## src/rtl/fbuf_writer.sv

```systemverilog
// fbuf_writer -- write-side engine for the 512x16 scan-out framebuffer.
//
// Runs Chip-8/SCHIP clear-screen and DXYN sprite draws. Each sprite row is
// turned into a 32-bit mask spanning up to two framebuffer words. Every
// touched word gets a read-modify-write XOR. Any lit pixel that the draw
// turns off sets the collision flag, which the CPU copies into VF.
//
// Ports
//   clk, res            clock, asynchronous active-low reset
//   hires               1 = 128x64 layout (8 words/row), 0 = 64x32 (4 words/row)
//   cmd_cls, cmd_draw   command strobes, only sampled while idle (cls wins)
//   draw_x/y/n          sprite origin and row count (n == 0 -> 16x16 sprite)
//   spr_req/spr_row     one-cycle request for one sprite row
//   spr_valid/spr_data  sprite row return (latency >= 1)
//   fbuf_addr/rdata     framebuffer read (rdata valid 1 cycle after addr)
//   fbuf_wdata/we       framebuffer write
//   vblank              display blanking; only used with FBUF_VBLANK_WAIT_EN
//   busy, done          command in progress / one-cycle completion pulse
//   collision           sticky until the next command starts
//
// Build option: define FBUF_VBLANK_WAIT_EN to hold each accepted command in
// WAIT_VB until vblank is high, so framebuffer updates never tear.
module fbuf_writer #(
  parameter int FB_AW = 9,
  parameter int FB_DW = 16
) (
  input  logic             clk,
  input  logic             res,
  input  logic             hires,
  input  logic             cmd_cls,
  input  logic             cmd_draw,
  input  logic [6:0]       draw_x,
  input  logic [5:0]       draw_y,
  input  logic [3:0]       draw_n,
  output logic             spr_req,
  output logic [3:0]       spr_row,
  input  logic             spr_valid,
  input  logic [15:0]      spr_data,
  output logic [FB_AW-1:0] fbuf_addr,
  input  logic [FB_DW-1:0] fbuf_rdata,
  output logic [FB_DW-1:0] fbuf_wdata,
  output logic             fbuf_we,
  input  logic             vblank,
  output logic             busy,
  output logic             done,
  output logic             collision
);

  localparam logic [3:0] S_IDLE     = 4'd0;
  localparam logic [3:0] S_CLR      = 4'd1;
  localparam logic [3:0] S_ROW_REQ  = 4'd2;
  localparam logic [3:0] S_ROW_WAIT = 4'd3;
  localparam logic [3:0] S_RD       = 4'd4;
  localparam logic [3:0] S_RD_WAIT  = 4'd5;
  localparam logic [3:0] S_WR       = 4'd6;
  localparam logic [3:0] S_DONE     = 4'd7;
`ifdef FBUF_VBLANK_WAIT_EN
  localparam logic [3:0] S_WAIT_VB  = 4'd8;
`endif

  logic [3:0]       r_state;
  logic             r_busy, r_done, r_coll, r_spr_req, r_we;
  logic             r_w16;    // 16-wide sprite (draw_n == 0)
  logic             r_half;   // 0 = left (hi) word of the row mask, 1 = right (lo)
  logic [FB_AW-1:0] r_addr;
  logic [FB_DW-1:0] r_wdata;
  logic [6:0]       r_x;      // already wrapped to the layout width
  logic [5:0]       r_y;      // already wrapped to the layout height
  logic [4:0]       r_row, r_nrows;
  logic [31:0]      r_mask;
`ifdef FBUF_VBLANK_WAIT_EN
  logic             r_is_cls;
`else
  logic             w_unused;
  assign w_unused = vblank;
`endif

  logic [6:0]       w_yr;
  logic             w_clip;
  logic [3:0]       w_wpr, w_col0, w_col1;
  logic [15:0]      w_pix, w_mhalf;
  logic [31:0]      w_mask_new;
  logic             w_hi_ok_new, w_lo_ok_new, w_lo_ok;
  logic [8:0]       w_rowbase;
  logic [FB_AW-1:0] w_addr_hi, w_addr_lo, w_clr_last;

  // Screen row of the current sprite row; 7 bits so bottom clipping is visible.
  assign w_yr   = {1'b0, r_y} + {2'b00, r_row};
  assign w_clip = w_yr >= (hires ? 7'd64 : 7'd32);
  assign w_wpr  = hires ? 4'd8 : 4'd4;
  assign w_col0 = {1'b0, r_x[6:4]};
  assign w_col1 = w_col0 + 4'd1;

  // 8-wide sprites use only the upper byte of the row.
  assign w_pix      = r_w16 ? spr_data : {spr_data[15:8], 8'h00};
  assign w_mask_new = {w_pix, 16'h0000} >> r_x[3:0];

  // A word is skipped if none of its pixels are set, or if it lies past the right edge.
  assign w_hi_ok_new = (|w_mask_new[31:16]) && (w_col0 < w_wpr);
  assign w_lo_ok_new = (|w_mask_new[15:0])  && (w_col1 < w_wpr);
  assign w_lo_ok     = (|r_mask[15:0])      && (w_col1 < w_wpr);
  assign w_mhalf     = r_half ? r_mask[15:0] : r_mask[31:16];

  assign w_rowbase  = hires ? {w_yr[5:0], 3'b000} : {2'b00, w_yr[4:0], 2'b00};
  assign w_addr_hi  = FB_AW'(w_rowbase + {5'b00000, w_col0});
  assign w_addr_lo  = FB_AW'(w_rowbase + {5'b00000, w_col1});
  assign w_clr_last = FB_AW'(hires ? 9'd511 : 9'd127);

  always_ff @(posedge clk or negedge res) begin
    if (!res) begin
      r_state   <= S_IDLE;
      r_busy    <= 1'b0;
      r_done    <= 1'b0;
      r_coll    <= 1'b0;
      r_spr_req <= 1'b0;
      r_we      <= 1'b0;
      r_w16     <= 1'b0;
      r_half    <= 1'b0;
      r_addr    <= '0;
      r_wdata   <= '0;
      r_x       <= '0;
      r_y       <= '0;
      r_row     <= '0;
      r_nrows   <= '0;
      r_mask    <= '0;
`ifdef FBUF_VBLANK_WAIT_EN
      r_is_cls  <= 1'b0;
`endif
    end else begin
      case (r_state)
        S_IDLE: begin
          if (cmd_cls || cmd_draw) begin
            r_busy  <= 1'b1;
            r_coll  <= 1'b0;
            r_x     <= hires ? draw_x : {1'b0, draw_x[5:0]};
            r_y     <= hires ? draw_y : {1'b0, draw_y[4:0]};
            r_nrows <= (draw_n == 4'd0) ? 5'd16 : {1'b0, draw_n};
            r_w16   <= (draw_n == 4'd0);
            r_row   <= '0;
`ifdef FBUF_VBLANK_WAIT_EN
            r_is_cls <= cmd_cls;
            r_state  <= S_WAIT_VB;
`else
            if (cmd_cls) begin
              r_addr  <= '0;
              r_wdata <= '0;
              r_we    <= 1'b1;
              r_state <= S_CLR;
            end else begin
              r_state <= S_ROW_REQ;
            end
`endif
          end
        end
`ifdef FBUF_VBLANK_WAIT_EN
        S_WAIT_VB: begin
          if (vblank) begin
            if (r_is_cls) begin
              r_addr  <= '0;
              r_wdata <= '0;
              r_we    <= 1'b1;
              r_state <= S_CLR;
            end else begin
              r_state <= S_ROW_REQ;
            end
          end
        end
`endif
        S_CLR: begin
          if (r_addr == w_clr_last) begin
            r_we    <= 1'b0;
            r_done  <= 1'b1;
            r_state <= S_DONE;
          end else begin
            r_addr <= r_addr + 1'b1;
          end
        end
        S_ROW_REQ: begin
          // Once one row is clipped, every later row is clipped too.
          if (r_row == r_nrows || w_clip) begin
            r_done  <= 1'b1;
            r_state <= S_DONE;
          end else begin
            r_spr_req <= 1'b1;
            r_state   <= S_ROW_WAIT;
          end
        end
        S_ROW_WAIT: begin
          r_spr_req <= 1'b0;
          if (spr_valid) begin
            r_mask <= w_mask_new;
            if (w_hi_ok_new) begin
              r_half  <= 1'b0;
              r_addr  <= w_addr_hi;
              r_state <= S_RD;
            end else if (w_lo_ok_new) begin
              r_half  <= 1'b1;
              r_addr  <= w_addr_lo;
              r_state <= S_RD;
            end else begin
              r_row   <= r_row + 5'd1;
              r_state <= S_ROW_REQ;
            end
          end
        end
        S_RD: r_state <= S_RD_WAIT;
        S_RD_WAIT: begin
          r_wdata <= fbuf_rdata ^ w_mhalf;
          r_coll  <= r_coll | (|(fbuf_rdata & w_mhalf));
          r_we    <= 1'b1;
          r_state <= S_WR;
        end
        S_WR: begin
          r_we <= 1'b0;
          if (!r_half && w_lo_ok) begin
            r_half  <= 1'b1;
            r_addr  <= w_addr_lo;
            r_state <= S_RD;
          end else begin
            r_row   <= r_row + 5'd1;
            r_state <= S_ROW_REQ;
          end
        end
        S_DONE: begin
          r_done  <= 1'b0;
          r_busy  <= 1'b0;
          r_state <= S_IDLE;
        end
        default: r_state <= S_IDLE;
      endcase
    end
  end

  assign spr_req    = r_spr_req;
  assign spr_row    = r_row[3:0];
  assign fbuf_addr  = r_addr;
  assign fbuf_wdata = r_wdata;
  assign fbuf_we    = r_we;
  assign busy       = r_busy;
  assign done       = r_done;
  assign collision  = r_coll;

endmodule
```

## config.mk

```make
export PLATFORM = sky130hd
export DESIGN_NAME = fbuf_writer
export DESIGN_NICKNAME = d
export VERILOG_FILES = /design/src/rtl/fbuf_writer.sv
export SDC_FILE = /design/constraint.sdc
export NUM_CORES = 1
export LEC_CHECK = 0
export ABC_AREA = 1
export CORE_UTILIZATION = 56
export CTS_BUF_LIST = sky130_fd_sc_hd__clkbuf_8
export DETAILED_ROUTE_END_ITERATION = 16
export GPL_TIMING_DRIVEN = 0
export PLACE_DENSITY = 0.87
export SLEW_MARGIN = 5
export SYNTH_ARGS = -nofsm -noshare
export SYNTH_HDL_FRONTEND = slang
export SYNTH_SLANG_ARGS = --single-unit
```

## constraint.sdc

```tcl
create_clock -name clk -period 2.9 [get_ports clk]
set_input_delay 0.435 -clock clk [delete_from_list [all_inputs] [get_ports clk]]
set_output_delay 0.435 -clock clk [all_outputs]
set_load 0.005 [all_outputs]
```

; ---- Word level (Yosys, flattened, before mapping)
; Index checks and enable logic that the tools add are counted.
[op_classes]
shift = 1
n_addsub = 6
magnitude_cmp = 3
n_reduce_logical = 33
n_mul = 0
eq_ne = 21
n_div = 0
bitwise = 3
n_mux = 53
[ops]
columns = operator, n
row1 = 9-bit two-way mux, 9
row2 = 16-bit OR reduction, 4
row3 = 16-bit two-way mux, 3
row4 = 9-bit one-hot mux with 4 select lines, 1
row5 = 16-bit one-hot mux with 2 select lines, 1
row6 = 32-bit by 4-bit right shift with 32-bit output, 1
row7 = 5-bit two-way mux, 6
row8 = 4-bit one-hot mux with 7 select lines, 1
row9 = 2-bit inequality test (second input constant), 11
row10 = 16-bit bitwise AND, 1
row11 = 4-bit by 3-bit == test with 1-bit output (second input constant), 4
row12 = 4-bit two-way mux, 4
row13 = 16-bit bitwise XOR, 1
row14 = 5-bit one-hot mux with 3 select lines, 1
row15 = 7-bit two-way mux, 2
row16 = 1-bit two-way mux, 12
row17 = 3-bit two-way mux, 4
row18 = 2-bit AND reduction, 5
row19 = 9-bit by 1-bit adder with 9-bit output (second input constant), 1
row20 = 9-bit by 3-bit adder with 9-bit output, 1
row21 = 9-bit by 4-bit adder with 9-bit output, 1
row22 = 9-bit == test, 1
row23 = 3-bit AND reduction, 3
row24 = 4-bit by 2-bit == test with 1-bit output (second input constant), 2
row25 = 26 further kinds, 40
[totals]
regBits = 91
mem_bits_rw = 0
mem_count = 0
latch_bits = 0
input_bits = 56
romBits = 0
wordCells = 135
out_inout_bits = 34

; ---- Longest topological paths before layout
[logic_depth]
ltp_word = 8
mapped_depth = 19

; ---- Worst setup path after synthesis
; No wires, ideal clock.
[synth_path]
path_type = register to register
start = reg r_row[0]
end = reg r_addr[5], in the netlist fbuf_addr[5]
n_path_buf = 0
t_arrival_ns = 2.532
path_stages_with_launch = 15
path_slack_ns = 0.252
path_cell_list = dfrtp_1 -> ha_1 -> fa_1 -> inv_1 -> o21ai_0 -> ha_1 -> a21oi_1 -> nor2_1 -> xor2_1 -> inv_1 -> o32ai_1 -> inv_1 -> nand2_1 -> nand2_1 -> nand2_1
[synth_between]
elab_chain_len = 7
[synth_rtl]
columns = item, line
row1 = "start, declared", 69  ; logic [4:0] r_row, r_nrows;
row2 = "start signal, assigned", 201  ; r_row <= r_row + 5'd1;
row3 = "start signal, assigned", 220  ; r_row <= r_row + 5'd1;
row4 = 6-bit by 5-bit adder with 7-bit output *, 88  ; assign w_yr = {1'b0, r_y} + {2'b00, r_row};
row5 = 9-bit two-way mux *, 104  ; assign w_rowbase = hires ? {w_yr[5:0], 3'b000} : {2'b00, w_yr[4:0], 2'b00};
row6 = 9-bit by 4-bit adder with 9-bit output, 106  ; assign w_addr_lo = FB_AW'(w_rowbase + {5'b00000, w_col1});
row7 = 9-bit two-way mux, 196  ; end else if (w_lo_ok_new) begin
row8 = 9-bit two-way mux, 192  ; if (w_hi_ok_new) begin
row9 = 9-bit two-way mux, 190  ; if (spr_valid) begin
row10 = 9-bit one-hot mux with 4 select lines *, 130  ; case (r_state)
row11 = "end signal, assigned", 194  ; r_addr <= w_addr_hi;
row12 = "end signal, assigned", 198  ; r_addr <= w_addr_lo;
row13 = "end signal, assigned", 217  ; r_addr <= w_addr_lo;
row14 = "end, declared", 65  ; logic [FB_AW-1:0] r_addr;
; Mark *: on every way between the ends. The rest lies on a longest branch, timed or not. The select of a mux whose other input is x is not followed.
; A chain may end at the register's enable or synchronous reset.

; ---- Worst setup path in the final report
[layout_path]
start = reg r_row[0]
end = reg r_addr[8], in the netlist fbuf_addr[8]
; The elaborated chain is that of the path after synthesis.

==> impl_metrics.sql <==
INSERT INTO impl_metrics (metric_group, metric, value, unit) VALUES
('grt', 'grt_antenna_before_repair', '0', ''),
('power_and_ir_drop', 'p_leak', '3.777', 'nW'),
('setup_path', 'setup.worst_path.end_class', 'flip-flop', ''),
('final_layout', 'layout.cells.most_common', 'sky130_fd_sc_hd__nand2_1', ''),
('synthesis', 'synthesized_netlist_net_count', '950', ''),
('synthesis', 'async_flop_share', '100.0', '%'),
('final_layout', 'fin_nets', '1051', ''),
('routing', 'detail_route.first_pass.iterations', '8', ''),
('routing', 'postRouteWirelength', '17220', 'microns'),
('cts', 'later_pin_clock_latency_in_the_skew_report', '0.37', 'ns'),
('power_and_ir_drop', 'cellInternalPower', '0.004169', 'W'),
('timing', 'timing.max_slew.rel_slack', '59.97', '%'),
('timing', 'fin_tns_setup', '0', 'ns'),
('timing', 'clock.fmax', '0.3682', 'GHz'),
('grt', 'overall_fraction_of_global_route_tracks_in_use', '30.86', '%'),
('synthesis', 'synth_largest_type_area_fraction', '34.29', '%'),
('placement', 'place.gp.congestion', '0.9555', ''),
('hold_path', 'min-delay-path-class', 'in2async', ''),
('setup_path', 'cp_data_arrival_time', '2.99', 'ns'),
('floorplan', 'start_util', '58.46', '%'),
('synthesis', 'ys_types', '48', ''),
('grt', 'grt_max_degree', '47', ''),
('timing', 'slew_viol_final', '0', ''),
('power_and_ir_drop', 'power.share.sequential', '26.5', '%'),
('floorplan', 'die_width', '109.1', 'microns'),
('power_and_ir_drop', 'power_spent_charging_and_discharging_nets', '0.003861', 'W'),
('cts', 'tritoncts_num_sinks', '88', ''),
('power_and_ir_drop', 'ir_drop', '602.3', 'uV'),
('placement', 'number_of_port_buffers', '88', ''),
('timing', 'finalWorstPathRequiredPeriod', '2.716', 'ns'),
('grt', 'groute.layer.met2.usage', '49.01', '%'),
('cts', 'cts-htree-levels', '3', ''),
('run_status', 'run_status', 'finished clean', ''),
('floorplan', 'placementRows', '38', ''),
('synthesis', 'predominant_post_synthesis_flop_cell', 'sky130_fd_sc_hd__dfrtp_1', ''),
('final_layout', 'areaGrowthSynthToFinish', '20.71', '%'),
('timing', 'finalHoldViolCount', '0', ''),
('floorplan', 'boundaryPins', '90', ''),
('grt', 'grt_most_used_layer', 'met2', ''),
('power_and_ir_drop', 'switching_share', '48.08', '%'),
('final_layout', 'number_of_diodes_added_for_antenna_fixing', '0', ''),
('timing', 'finalClockSkew', '0.01232', 'ns'),
('setup_path', 'crit_required', '3.18', 'ns'),
('power_and_ir_drop', 'combPwrFrac', '60.3', '%'),
('cts', 'clock_path_buffers', '2', ''),
('setup_path', 'type_of_the_setup_path_with_the_least_slack', 'reg2reg', ''),
('routing', 'wl_per_cell', '15.59', 'microns'),
('cts', 'number_of_buffers_created_by_cts', '9', ''),
('synthesis', 'post-synth-top-area-cell', 'sky130_fd_sc_hd__dfrtp_1', ''),
('floorplan', 'core', '10980', 'sq um'),
('grt', 'first_global_vias', '5969', ''),
('synthesis', 'sequential_element_share_of_the_synthesized_area', '34.29', '%'),
('synthesis', 'synth_enable_flop_cells', '0', ''),
('final_layout', 'num-fill-cells', '894', ''),
('final_layout', 'leading_cell_types_in_the_layout_fill_and_taps_excluded', '281 x sky130_fd_sc_hd__nand2_1, 107 x sky130_fd_sc_hd__nand3_1, 88 x sky130_fd_sc_hd__dfrtp_1, 87 x sky130_fd_sc_hd__clkdlybuf4s50_1, 60 x sky130_fd_sc_hd__inv_1', ''),
('timing', 'hold_slack', '0.06238', 'ns'),
('grt', 'met1_usage', '42.37', '%'),
('final_layout', 'final_layout_size_suffix_gt1_share', '11.30', '%'),
('synthesis', 'synthTopCellsByArea', 'sky130_fd_sc_hd__dfrtp_1 34%, sky130_fd_sc_hd__nand2_1 16%, sky130_fd_sc_hd__nand3_1 8.3%', ''),
('flow_run', 'cap_violations', '0', ''),
('synthesis', 'synthesis.instances', '860', ''),
('synthesis', 'postSynthAreaPerCell', '7.466', 'sq um'),
('timing', 'setup-violations-final', '0', ''),
('final_layout', 'finish.utilization', '70.57', '%'),
('routing', 'ant_nets', '0', ''),
('power_and_ir_drop', 'clock_power_share', '13.2', '%'),
('floorplan', 'dieArea', '11900', 'sq um'),
('timing', 'worst-slew-pin-transition', '0.6005', 'ns'),
('cts', 'clock_tree_from_tritoncts', 'done', ''),
('routing', 'drt_drc_violations_left', '0', ''),
('placement', 'detailedPlacementHpwl', '13180', 'microns');
[sequential cells by signal, indices dropped and copies added, names as in the netlist, 3 cells and up]
| name | count |
|---|---|
| fbuf_addr | 9 |
| fbuf_wdata | 16 |
| r_mask | 31 |
| r_nrows | 4 |
| r_row | 5 |
| r_state | 3 |
| r_x | 7 |
| r_y | 6 |
[power by group through the flow]
| stage | Clock (W) | Combinational (W) | Sequential (W) |
|---|---|---|---|
| after CTS | 0.00105 | 0.00475 | 0.00212 |
| after global routing | 0.00110 | 0.00541 | 0.00219 |
| after detailed placement | 0 | 0.00471 | 0.00214 |
| after floorplan | 0 | 0.00333 | 0.00205 |
| after global placement | 0 | 0.00459 | 0.00212 |
| final | 0.00106 | 0.00484 | 0.00213 |
[cell usage after synthesis, types with 8 or more instances]
cell and number:
sky130_fd_sc_hd__nand2_1 281, sky130_fd_sc_hd__nand3_1 107, sky130_fd_sc_hd__dfrtp_1 88, sky130_fd_sc_hd__inv_1 60, sky130_fd_sc_hd__o21ai_0 58, sky130_fd_sc_hd__ha_1 32, sky130_fd_sc_hd__nand3_2 32, sky130_fd_sc_hd__nor2_1 28
sky130_fd_sc_hd__clkbuf_1 19, sky130_fd_sc_hd__a32o_1 16, sky130_fd_sc_hd__nand4_1 16, sky130_fd_sc_hd__a21oi_1 13, sky130_fd_sc_hd__buf_2 8, sky130_fd_sc_hd__xor2_1 8
[path summary, 6_finish.rpt]
check	cells past startpoint	endpoint	start	slack, ns
setup reg to reg	14	fbuf_addr[8]	r_row[0]	0.18
max in group asynchronous	2	fbuf_addr[0]	res	2.22
min in group clk	2	r_y[3]	r_y[3]	0.49
hold reg to reg	2	r_y[3]	r_y[3]	0.49
setup / recovery	14	fbuf_addr[8]	r_row[0]	0.18
hold / removal	1	r_mask[29]	res	0.06
[repair_timing]
| action | in CTS | in global routing |
|---|---|---|
| pin swaps | 0 | 1 |
| resized for setup | 1 | 2 |
| setup buffers | 0 | 1 |
| endpoints found under the setup margin | 1 | 3 |
[per-stage QoR]
step                std cells  cell area [sq um]  total power, W  worst slack [ns]
floorplan                 860               6421        0.005375            0.2518
global placement         1088               7477        0.006707            -1.717
detailed placement       1089               7495        0.006846          -0.04752
CTS                      1104               7736        0.007924            0.1237
global route             1105               7751        0.008696          -0.01416
finish                   1105               7751        0.008030            0.1838
[per-layer routing]
metal  routed length, microns  part of all wire [%]
met5                        0                     0
met4                      407                   2.4
met3                     1182                   6.9
met2                     7824                    45
met1                     7810                    45
[cells by family after synthesis]
| group | Yosys count | synth area share, % |
|---|---|---|
| compound gates | 111 | 10.81 |
| xor+xnor | 13 | 1.773 |
| fa+ha+maj | 34 | 6.859 |
| buf+inv | 109 | 7.911 |
| flops | 88 | 34.29 |
| simple gates | 505 | 38.35 |
[worst max-delay path: stages, from the launching register on]
cell and delay, ns:
sky130_fd_sc_hd__dfrtp_1 0.48, sky130_fd_sc_hd__ha_1 0.27, sky130_fd_sc_hd__fa_1 0.42, sky130_fd_sc_hd__xor2_1 0.33, sky130_fd_sc_hd__o21ai_1 0.20, sky130_fd_sc_hd__inv_1 0.13, sky130_fd_sc_hd__nand3_1 0.07, sky130_fd_sc_hd__nor2_1 0.16
sky130_fd_sc_hd__nand2_1 0.09, sky130_fd_sc_hd__xor2_1 0.19, sky130_fd_sc_hd__nand2_1 0.08, sky130_fd_sc_hd__nand3_1 0.06, sky130_fd_sc_hd__nand2_1 0.05, sky130_fd_sc_hd__nand2_1 0.06, sky130_fd_sc_hd__nand2_1 0.04
[area by class of cell]
cell class | instances | area [sq um] | share of cell area, %
Multi-Input combinational cell | 663 | 3719 | 47.97
Timing Repair Buffer | 90 | 905.9 | 11.69
Clock buffer | 10 | 137.6 | 1.776
Clock inverter | 5 | 103.9 | 1.340
Buffer | 42 | 251.5 | 3.245
Tap cell | 140 | 175.2 | 2.260
Sequential cell | 88 | 2202 | 28.41
Inverter | 67 | 256.5 | 3.309
No activity file was read; power rests on OpenSTA's default activity.
